[src/rtl/fifo_pkg.sv]
// rtl/fifo_pkg.sv - shared types, widths and default thresholds for the flexible FIFO
package fifo_pkg;

    typedef enum logic {
        FIFO_STD  = 1'b0,
        FIFO_FWFT = 1'b1
    } fifo_mode_e;

    localparam int DEFAULT_DEPTH     = 8;
    localparam int DEFAULT_WIDTH     = 8;
    localparam int DEFAULT_AF_MARGIN = 2;
    localparam int DEFAULT_AE_THRESH = 2;

    function automatic int fifo_cnt_w(input int depth);
        return $clog2(depth + 1);
    endfunction

endpackage

[src/rtl/fifo_wrap_ptr.sv]
// rtl/fifo_wrap_ptr.sv - modulo-DEPTH pointer with synchronous clear
module fifo_wrap_ptr #(
    parameter int DEPTH = 8,
    parameter int PW    = (DEPTH > 1) ? $clog2(DEPTH) : 1
) (
    input  logic          clk,
    input  logic          rst,
    input  logic          clr_i,
    input  logic          inc_i,
    output logic [PW-1:0] ptr_o
);

    // Explicit wrap compare so non-power-of-two depths use every entry.
    always_ff @(posedge clk or posedge rst) begin
        if (rst) begin
            ptr_o <= '0;
        end else if (clr_i) begin
            ptr_o <= '0;
        end else if (inc_i) begin
            ptr_o <= (ptr_o == PW'(DEPTH - 1)) ? '0 : ptr_o + 1'b1;
        end
    end

endmodule

[src/rtl/sync_fifo_flex.sv]
// rtl/sync_fifo_flex.sv - single-clock FIFO, any depth, registered-read or FWFT output
module sync_fifo_flex
    import fifo_pkg::*;
#(
    parameter int         DEPTH     = DEFAULT_DEPTH,
    parameter int         WIDTH     = DEFAULT_WIDTH,
    parameter fifo_mode_e MODE      = FIFO_STD,
    parameter int         AF_THRESH = DEPTH - DEFAULT_AF_MARGIN,
    parameter int         AE_THRESH = DEFAULT_AE_THRESH,
    localparam int        CW        = fifo_cnt_w(DEPTH)
) (
    input  logic             clk,
    input  logic             rst,
    input  logic             flush_i,
    input  logic             wr_en_i,
    input  logic [WIDTH-1:0] write_data_i,
    input  logic             rd_en_i,
    output logic [WIDTH-1:0] read_data_o,
    output logic             read_valid_o,
    output logic             full_o,
    output logic             empty_o,
    output logic             almost_full_o,
    output logic             almost_empty_o,
    output logic [CW-1:0]    count_o,
    output logic             overflow_o,
    output logic             underflow_o
);

    localparam int PW = $clog2(DEPTH);

    if (DEPTH < 2) begin : g_bad_depth
        $error("sync_fifo_flex: DEPTH must be at least 2");
    end
    if (AF_THRESH > DEPTH || AE_THRESH >= DEPTH) begin : g_bad_thresh
        $error("sync_fifo_flex: AF_THRESH must be <= DEPTH and AE_THRESH < DEPTH");
    end

    logic [WIDTH-1:0] mem [DEPTH];
    logic [PW-1:0]    wr_ptr;
    logic [PW-1:0]    rd_ptr;
    logic [CW-1:0]    count;
    logic             rd_acc;
    logic             wr_acc;
    logic             do_wr;
    logic             do_rd;

    assign full_o         = (count == CW'(DEPTH));
    assign empty_o        = (count == '0);
    assign almost_full_o  = (count >= CW'(AF_THRESH));
    assign almost_empty_o = (count <= CW'(AE_THRESH));
    assign count_o        = count;

    // A pop frees a slot in the same cycle, so a full FIFO still takes a write alongside a read.
    assign rd_acc = rd_en_i && !empty_o;
    assign wr_acc = wr_en_i && (!full_o || rd_acc);
    assign do_wr  = wr_acc && !flush_i;
    assign do_rd  = rd_acc && !flush_i;

    fifo_wrap_ptr #(.DEPTH(DEPTH), .PW(PW)) u_wr_ptr (
        .clk   (clk),
        .rst   (rst),
        .clr_i (flush_i),
        .inc_i (do_wr),
        .ptr_o (wr_ptr)
    );

    fifo_wrap_ptr #(.DEPTH(DEPTH), .PW(PW)) u_rd_ptr (
        .clk   (clk),
        .rst   (rst),
        .clr_i (flush_i),
        .inc_i (do_rd),
        .ptr_o (rd_ptr)
    );

    always_ff @(posedge clk) begin
        if (do_wr) begin
            mem[wr_ptr] <= write_data_i;
        end
    end

    always_ff @(posedge clk or posedge rst) begin
        if (rst) begin
            count <= '0;
        end else if (flush_i) begin
            count <= '0;
        end else if (do_wr && !do_rd) begin
            count <= count + CW'(1);
        end else if (do_rd && !do_wr) begin
            count <= count - CW'(1);
        end
    end

    always_ff @(posedge clk or posedge rst) begin
        if (rst) begin
            overflow_o  <= 1'b0;
            underflow_o <= 1'b0;
        end else if (flush_i) begin
            overflow_o  <= 1'b0;
            underflow_o <= 1'b0;
        end else begin
            if (wr_en_i && full_o && !rd_acc) begin
                overflow_o <= 1'b1;
            end
            if (rd_en_i && empty_o) begin
                underflow_o <= 1'b1;
            end
        end
    end

    if (MODE == FIFO_FWFT) begin : g_fwft
        assign read_data_o  = mem[rd_ptr];
        assign read_valid_o = !empty_o;
    end else begin : g_std
        logic [WIDTH-1:0] data_q;
        logic             valid_q;

        // Flush drops the valid pulse but keeps the last word on the bus.
        always_ff @(posedge clk or posedge rst) begin
            if (rst) begin
                data_q  <= '0;
                valid_q <= 1'b0;
            end else if (flush_i) begin
                valid_q <= 1'b0;
            end else begin
                valid_q <= rd_acc;
                if (rd_acc) begin
                    data_q <= mem[rd_ptr];
                end
            end
        end

        assign read_data_o  = data_q;
        assign read_valid_o = valid_q;
    end

endmodule

[config.mk]
export PLATFORM = sky130hd
export DESIGN_NAME = sync_fifo_flex
export DESIGN_NICKNAME = d
export VERILOG_FILES = /design/src/rtl/fifo_pkg.sv /design/src/rtl/fifo_wrap_ptr.sv /design/src/rtl/sync_fifo_flex.sv
export SDC_FILE = /design/constraint.sdc
export NUM_CORES = 1
export LEC_CHECK = 0
export CORE_MARGIN = 3
export CORE_UTILIZATION = 40
export CTS_CLUSTER_SIZE = 16
export DETAILED_ROUTE_END_ITERATION = 8
export PLACE_DENSITY = 0.67
export REMOVE_ABC_BUFFERS = 1
export SETUP_SLACK_MARGIN = 0.15
export SYNTH_ARGS = -nofsm -noshare
export SYNTH_HDL_FRONTEND = slang
export SYNTH_SLANG_ARGS = --single-unit
[constraint.sdc]
create_clock -name clk -period 6.4 [get_ports clk]
set_input_delay 1.28 -clock clk [delete_from_list [all_inputs] [get_ports clk]]
set_output_delay 1.28 -clock clk [all_outputs]
set_load 0.01 [all_outputs]
* Yosys cells after proc, flatten, opt, wreduce, memory -nomap -nowiden *
Memories as Yosys holds them, arrays and structs flattened. A register that Yosys moved wholly into a read port is not among the register bits.
Index checks and enable logic that the tools add are counted.

storage, ports and cells
  bits in registers = 13
  latch bits = 0
  RAM bits = 64
  memory bits (read-only) = 0
  input port bits = 13
  output and inout bits = 19
  logic and storage cells = 56
  memories kept = 1

memories
  memory  depth  bits a word  read ports  clocked after Yosys merged registers in  wr ports  line                  RTL
  mem     8      8            1           1                                        1         sync_fifo_flex.sv:38  logic [WIDTH-1:0] mem [DEPTH];

operators by class
  $add $sub $neg = 4
  $mul = 0
  divide/modulo/power cells = 0
  magnitude comparators = 2
  equal/unequal tests = 3
  shift operators = 0
  muxes and demuxes = 16
  bitwise operators = 1
  reductions and logical operators = 23

operators with widths
  operator             count
  $mux 3               6
  $mux 4               3
  $logic_and 1x1->1    9
  $reduce_bool 2->1    4
  $mux 1               7
  $add 3x1->3 const B  2
  $eq 3x3->1 const B   2
  $logic_not 1->1      6
  $add 4x1->4 const B  1
  $eq 4x4->1 const B   1
  $ge 4x3->1 const B   1
  $le 4x2->1 const B   1
  $logic_not 4->1      1
  $sub 4x1->4 const B  1
  $reduce_bool 3->1    1
  $reduce_and 2->1     1
  $logic_or 1x1->1     1
  $not 1->1            1

* Longest topological paths before layout *
Gate-level depths: netlist of run 1.

  depth after elaboration = 11
  depth in mapped cells = 9
  mapped depth without buffers = 7

* By module *
From an unflattened synthesis of run 1, not the netlist that was laid out.

unflattened totals
  cells, all modules = 214
  area, all modules = 3554.7 um2

modules (own cells, without submodules)
  module          instances  cells each  area each (um2)  seq. area each (um2)
  sync_fifo_flex  1          188         3244.4           2297.2
  fifo_wrap_ptr   2          13          155.1            75.1

* Worst setup path after synthesis of run 1 *
OpenSTA, ideal clock, no wires.

  path type = input to register
  start = input port rd_en_i
  end = memory mem[0][0] in the netlist's numbering, enable pin
  library setup time = 0.398 ns
  arrival = 2.676 ns
  required time = 6.002 ns
  setup slack = 3.326 ns
  stages on the path = 3
  buffers on the path = 1
  cell sequence = clkbuf_1 -> o21ai_4 -> nor4b_1

on the way
  word-level cells in the longest chain between the ends = 6

RTL lines
  element                       line                  RTL
  from (decl)                   sync_fifo_flex.sv:17  input logic rd_en_i,
  $logic_and 1x1->1             sync_fifo_flex.sv:54  assign rd_acc = rd_en_i && !empty_o;
  $logic_or 1x1->1              sync_fifo_flex.sv:55  assign wr_acc = wr_en_i && (!full_o || rd_acc);
  $logic_and 1x1->1             sync_fifo_flex.sv:55
  $logic_and 1x1->1             sync_fifo_flex.sv:56  assign do_wr = wr_acc && !flush_i;
  $mux 1                        sync_fifo_flex.sv:76  if (do_wr) begin
  $mux 1 (implied by the code)  sync_fifo_flex.sv:77  mem[wr_ptr] <= write_data_i;
  to (decl)                     sync_fifo_flex.sv:38

Every way passes these cells.

* Worst setup path in the final report of run 1 *
  start = register count[2] (netlist: count_o[2])
  end = output port full_o

on the way
  word-level cells in the longest chain between the ends = 1

RTL lines
  element                 line                  RTL
  from (decl)             sync_fifo_flex.sv:41  logic [CW-1:0] count;
  from (signal assigned)  sync_fifo_flex.sv:87  count <= count + CW'(1);
  from (signal assigned)  sync_fifo_flex.sv:89  count <= count - CW'(1);
  $eq 4x4->1              sync_fifo_flex.sv:47  assign full_o = (count == CW'(DEPTH));
  to (decl)               sync_fifo_flex.sv:20  output logic full_o,

Every way passes these cells.

==> results of run 1 <==
cells by family after synthesis:
group	after synthesis
mux	37
compound gates	41
buf+inv	23
flops	85
fa+ha+maj	7
xor+xnor	3
simple gates	61
how the worst min path moves through the flow:
stage,from,endpoint,slack (ns),cells after the start
after floorplan,underflow_o,underflow_o,0.53,2
after global placement,underflow_o,underflow_o,0.48,2
after detailed placement,underflow_o,underflow_o,0.50,2
after CTS,underflow_o,underflow_o,0.52,2
after global routing,read_data_o[5],read_data_o[5],0.55,2
final,underflow_o,underflow_o,0.50,2
layout by cell type, fill, tap and decap left out, types with 2 or more instances in the layout:
| cell type | synthesis | routed |
|---|---|---|
| a21oi_1 | 5 | 5 |
| a22oi_1 | 16 | 16 |
| and2_1 | 2 | 2 |
| buf_4 | 1 | 5 |
| bufinv_16 | 0 | 2 |
| clkbuf_1 | 5 | 2 |
| clkbuf_8 | 0 | 9 |
| clkdlybuf4s50_1 | 0 | 31 |
| dfrtp_1 | 21 | 21 |
| edfxtp_1 | 64 | 64 |
| ha_1 | 6 | 6 |
| inv_1 | 5 | 5 |
| inv_6 | 0 | 2 |
| mux2i_1 | 37 | 37 |
| nand2_1 | 12 | 12 |
| nand2b_1 | 2 | 2 |
| nand3_1 | 11 | 11 |
| nand3b_1 | 2 | 2 |
| nor2_1 | 16 | 16 |
| nor2b_1 | 3 | 3 |
| nor3_1 | 6 | 6 |
| nor4_1 | 3 | 3 |
| o21ai_0 | 8 | 8 |
| o31ai_1 | 2 | 2 |
| xnor2_1 | 3 | 3 |
worst max-delay path: cells and delay by family (launching register included):
kind | cells | cell delay (ns)
buffers and inverters | 2 | 0.62
flip-flops | 1 | 0.51
AND/OR/NAND/NOR | 1 | 0.71
final cells by class:
class | instances | share of cell area (%)
repair buffers | 36 | 8.150
multi-input cells | 149 | 25.83
flip-flops and latches | 85 | 57.34
clock inverters | 5 | 1.994
clock buffers | 11 | 3.078
well taps | 108 | 3.166
inverters | 5 | 0.4398
routing by layer:
| layer | global-route usage [%] | up-vias |
|---|---|---|
| met5 | 0 | - |
| met4 | 5.521 | 0 |
| met3 | 3.099 | 9 |
| met2 | 22.48 | 28 |
| met1 | 19.69 | 1063 |
| li1 | - | 1028 |
sequential cells by signal, summed over array words and instances, names as in the netlist:
signal          flops
read_valid_o        1
underflow_o         1
u_rd_ptr.ptr_o      3
u_wr_ptr.ptr_o      3
overflow_o          1
mem                64
count_o             4
read_data_o         8
report_power, final:
| group | total (mW) | switching, mW | internal, mW | leakage [nW] |
|---|---|---|---|---|
| Combinational | 0.473 | 0.235 | 0.238 | 0.571 |
| Sequential | 0.699 | 0.0540 | 0.645 | 0.852 |
| Clock | 0.415 | 0.192 | 0.223 | 0.105 |
==> impl_metrics.yaml, run 1 <==
run_status:
  outcome: "completed"
yosys:
  synthSimpleGateAreaFrac_pct: 8.259
  synth_compound_area_share_pct: 8.293
  yosys_warnings: 0
  seq_area_frac_synth_pct: 67.03
  yosysUniqueCellTypes: 39
  synth_top_area_share_pct: 52.64
  synth-xor-area-share_pct: 0.7197
  synth-main-ff-cell: "edfxtp_1"
  synth_area_leaders: "edfxtp_1 53%, dfrtp_1 14%, mux2i_1 10%"
  async_reset_ff_share_pct: 24.71
  synth_top_area_cell: "edfxtp_1"
  synthAdderAreaFrac_pct: 2.605
  synth.most_common_cell: "edfxtp_1"
  synth_edf_count: 64
  synth_top_family_by_area: "multiplexers"
  ys_seq_elements: 85
  syn_inst: 257
  syn_area_sq_um: 3651
  synth_area_per_cell_sq_um: 14.21
  synthMuxAreaShare_pct: 10.14
  synth_commonest_cells: "64 x edfxtp_1, 37 x mux2i_1, 21 x dfrtp_1"
grt:
  grt.total_usage_pct: 14.36
  antenna_found_initial: 0
  grt_pass1_vias: 2073
  grt_pass1_wl_microns: 10990
  grt_overflow_total: 0
  grt_max_degree: 36
cts:
  post_cts_buffers: 0
  tritoncts: "done"
  clock_latency_ns: 0.36
  cts_resized: 0
  hold_buffers: 0
  h-tree-depth: 3
  cts.path.max_buffers: 2
  numCtsBuffers: 9
  clock_sinks: 85
  root_buffer: "clkbuf_8"
  clk_pin_slew_ns: 0.08
layout:
  nFillCells: 765
  fin_util_pct: 48.47
  fin_area_sq_um: 4268
  fin_cells: 399
  final_nets: 306
  drive_gt1_share_pct: 8.591
  layout.area.seq_sq_um: 2447
  area_growth_pct: 16.90
  num_antenna_cells: 0
  multi_input_area_sq_um: 1102
drt:
  drt_wl_total_microns: 6965
  wl_met2_microns: 3360
  wl_met1_microns: 3258
  via_per_inst: 5.333
  firstDrtPassIters: 4
  drt_iter0_markers: 120
  dr_wl_met3_microns: 234
  highest_layer: "met4"
  routedWlPerCell_microns: 17.46
  ant_nets: 0
  drcViolationCount: 0
  vias: 2128
setup_path:
  worstPathRequired_ns: 5.12
  crit_path_end_kind: "primary output"
  rrSetupSlack_ns: 3.91
  crit_chain: "or4b_1 -> inv_1 -> clkdlybuf4s50_1"
  arrival_ns: 2.20
  crit_start: "count_o[2]"
  start_kind: "register"
  cp_max_fo: 11
  critical_path_class: "reg2out"
  crit_path_top_delay_cell: "or4b_1"
  regToRegEndpoint: "count_o[3]"
  endpoint: "full_o"
  slowest_delay_ns: 0.71
  reg2reg_from: "count_o[2]"
  rr_worst_depth: 7
min_path:
  hold_path.class: "reg2reg"
floorplan:
  coreArea_sq_um: 8806
  start_util_pct: 41.46
  die_area_sq_um: 10310
  fp.dieH_microns: 101.5
  rows: 34
  fp.dieW_microns: 101.5
  io_pins: 32
placed_design:
  place_area_sq_um: 4051
  io_buffers: 31
  pre_cts_slack_ns: 2.800
  place_hpwl_microns: 4617
  gp_congestion: 0.7557
  placed_cells: 383
pwr:
  p_leak_nw: 1.528
  p_total_mw: 1.587
  powerDensity_nw_per_um2: 371.9
  ir_drop_mv: 0.1478
timing:
  whs_ns: 0.5028
  fin_crit_ns: 3.477
  tightest_slew_ns: 1.122
  setup_viol: 0
  rsz0062_at_grt: "no"
  max_freq_mhz: 287.6
  fin_ws_ns: 2.923
  fin_setup_tns_ns: 0
  slew_headroom_pct: 24.62
  fin_crit_sh_pct: 54.33
  finalMaxSlewViolations: 0
  hold_violations: 0
  skew_ns: 0.01651
flow_run:
  cap_violations: 0
Power figures use the tool's default switching activity.
==> run 2, diff against run 1 <==
==> constraint.sdc (replaced) <==
create_clock -name clk -period 3.4 [get_ports clk]
set_input_delay 0.68 -clock clk [delete_from_list [all_inputs] [get_ports clk]]
set_output_delay 0.68 -clock clk [all_outputs]
set_load 0.01 [all_outputs]
==> run 2 against run 1 <==
- core utilization rose by 1.0 points
- die area did not move
- sequential power rose by 89%
- worst setup slack got worse by 2.4 ns
- hold slack barely moved
- combinational power rose by 89%
- first-iteration DRC count rose by 48%
- critical path depth did not move
- critical endpoint unchanged
- largest power group unchanged
==> impl_metrics.yaml, run 2 (synthesis gave the netlist of run 1 again) <==
run_status:
  outcome: "completed"
timing:
  fin_crit_ns: 2.895
  tightest_slew_ns: 0.8763
  hold_violations: 0
  finalMaxSlewViolations: 0
  setup_viol: 0
  fin_setup_tns_ns: 0
  slew_headroom_pct: 41.51
  fin_ws_ns: 0.5050
  whs_ns: 0.5032
  max_freq_mhz: 345.4
  rsz0062_at_grt: "no"
  fin_crit_sh_pct: 85.15
  skew_ns: 0.009905
setup_path:
  crit_chain: "or4b_1 -> inv_1 -> clkdlybuf4s50_1"
  crit_path_top_delay_cell: "or4b_1"
  worstPathRequired_ns: 2.72
  critical_path_class: "reg2out"
  crit_path_end_kind: "primary output"
  start_kind: "register"
  slowest_delay_ns: 0.71
  arrival_ns: 2.21
  cp_max_fo: 11
drt:
  firstDrtPassIters: 4
  vias: 2160
  via_per_inst: 5.281
  ant_nets: 0
  routedWlPerCell_microns: 17.42
  drcViolationCount: 0
  drt_wl_total_microns: 7125
  drt_iter0_markers: 177
cts:
  hold_buffers: 0
  tritoncts: "done"
  h-tree-depth: 3
  clk_pin_slew_ns: 0.08
  cts.path.max_buffers: 2
  clock_sinks: 85
  post_cts_buffers: 0
  root_buffer: "clkbuf_8"
  numCtsBuffers: 9
  clock_latency_ns: 0.35
  cts_resized: 0
floorplan:
  io_pins: 32
  fp.dieH_microns: 101.5
  rows: 34
  fp.dieW_microns: 101.5
  start_util_pct: 41.46
  coreArea_sq_um: 8806
  die_area_sq_um: 10310
flow_run:
  cap_violations: 0
grt:
  grt_overflow_total: 0
  antenna_found_initial: 0
  grt.total_usage_pct: 14.93
  grt_max_degree: 36
  grt_pass1_wl_microns: 11420
  grt_pass1_vias: 2133
pwr:
  p_clk_share_pct: 26.4
  seqPwrFrac_pct: 43.9
  internal_power_mw: 2.108
  pwr-share-comb_pct: 29.6
  p_leak_nw: 1.592
  sw_frac_of_total_pct: 30.09
  p_sw_mw: 0.9073
  powerDensity_nw_per_um2: 692.2
  ir_drop_mv: 0.2718
placed_design:
  placed_cells: 393
  gp_congestion: 0.7115
  pre_cts_slack_ns: 0.4605
  io_buffers: 31
  place_hpwl_microns: 4561
layout:
  largest_reg_flops: 64
  final_common_cell: "edfxtp_1"
  area_growth_pct: 19.33
  fin_cells: 409
  final_cell_mix: "64 x edfxtp_1, 37 x mux2i_1, 31 x clkdlybuf4s50_1"
  drive_gt1_share_pct: 12.29
  num_antenna_cells: 0
  final_nets: 316
  largest-register: "mem"
min_path:
  hold_path.class: "reg2reg"
==> run 2: cell count changes in the layout (fill, tap and decap cells not counted), sizes merged <==
| cell | before | now |
|---|---|---|
| clkbuf | 11 | 10 |
| clkinv | 0 | 1 |
| buf | 5 | 15 |
==> run 2: area by class of cell <==
type                    instances  area (sq um)
multi-input cells             149          1102
clock inverters                 6         92.59
clock buffers                  10         137.6
flip-flops and latches         85          2447
fillers                       751          4449
well taps                     108         135.1
repair buffers                 46         422.9
inverters                       5         18.77
==> run 2: critical path, delay by kind of cell (launching register included) <==
family        cells  cell delay [ns]
buf+inv           2             0.62
simple gates      1             0.71
flops             1             0.53
==> run 2: power groups by stage <==
stage | registers [mW] | clock network, mW | logic [mW]
2_1_floorplan | 1.40 | 0 | 0.459
4_1_cts | 1.32 | 0.816 | 0.907
3_3_place_gp | 1.34 | 0 | 0.880
3_5_place_dp | 1.35 | 0 | 0.904
5_1_grt | 1.34 | 0.869 | 0.982
6_report | 1.32 | 0.797 | 0.894
==> run 2: metrics by stage <==
stage                     util [%]  instance area [sq um]  power (mW)
after global routing         49.47                   4357       3.194
after detailed placement     46.86                   4126       2.252
after CTS                    49.47                   4357       3.047
after global placement       46.86                   4126       2.223
after floorplan                  -                   3562       1.861
final                        49.47                   4357       3.016
==> run 2: layer usage <==
metal / share of wire [%] / track usage, % / routed length [microns] / vias to the layer above
met4: 1.3 / 6.953 / 92 / 0
met5: 0 / 0 / 0 / -
met1: 46 / 20.25 / 3256 / 1058
li1: - / - / - / 1046
met2: 49 / 23.34 / 3505 / 47
met3: 3.8 / 2.755 / 270 / 9
==> run 2: final timing paths <==
check | from | to | slack, ns | cells after the start
max | count_o[2] | full_o | 0.51 | 3
min | underflow_o | underflow_o | 0.50 | 2
max reg2reg | count_o[2] | count_o[3] | 0.83 | 7
min reg2reg | underflow_o | underflow_o | 0.50 | 2
max in group asynchronous | rst | u_rd_ptr.ptr_o[1] | 2.03 | 2
min in group asynchronous | rst | count_o[1] | 0.82 | 2
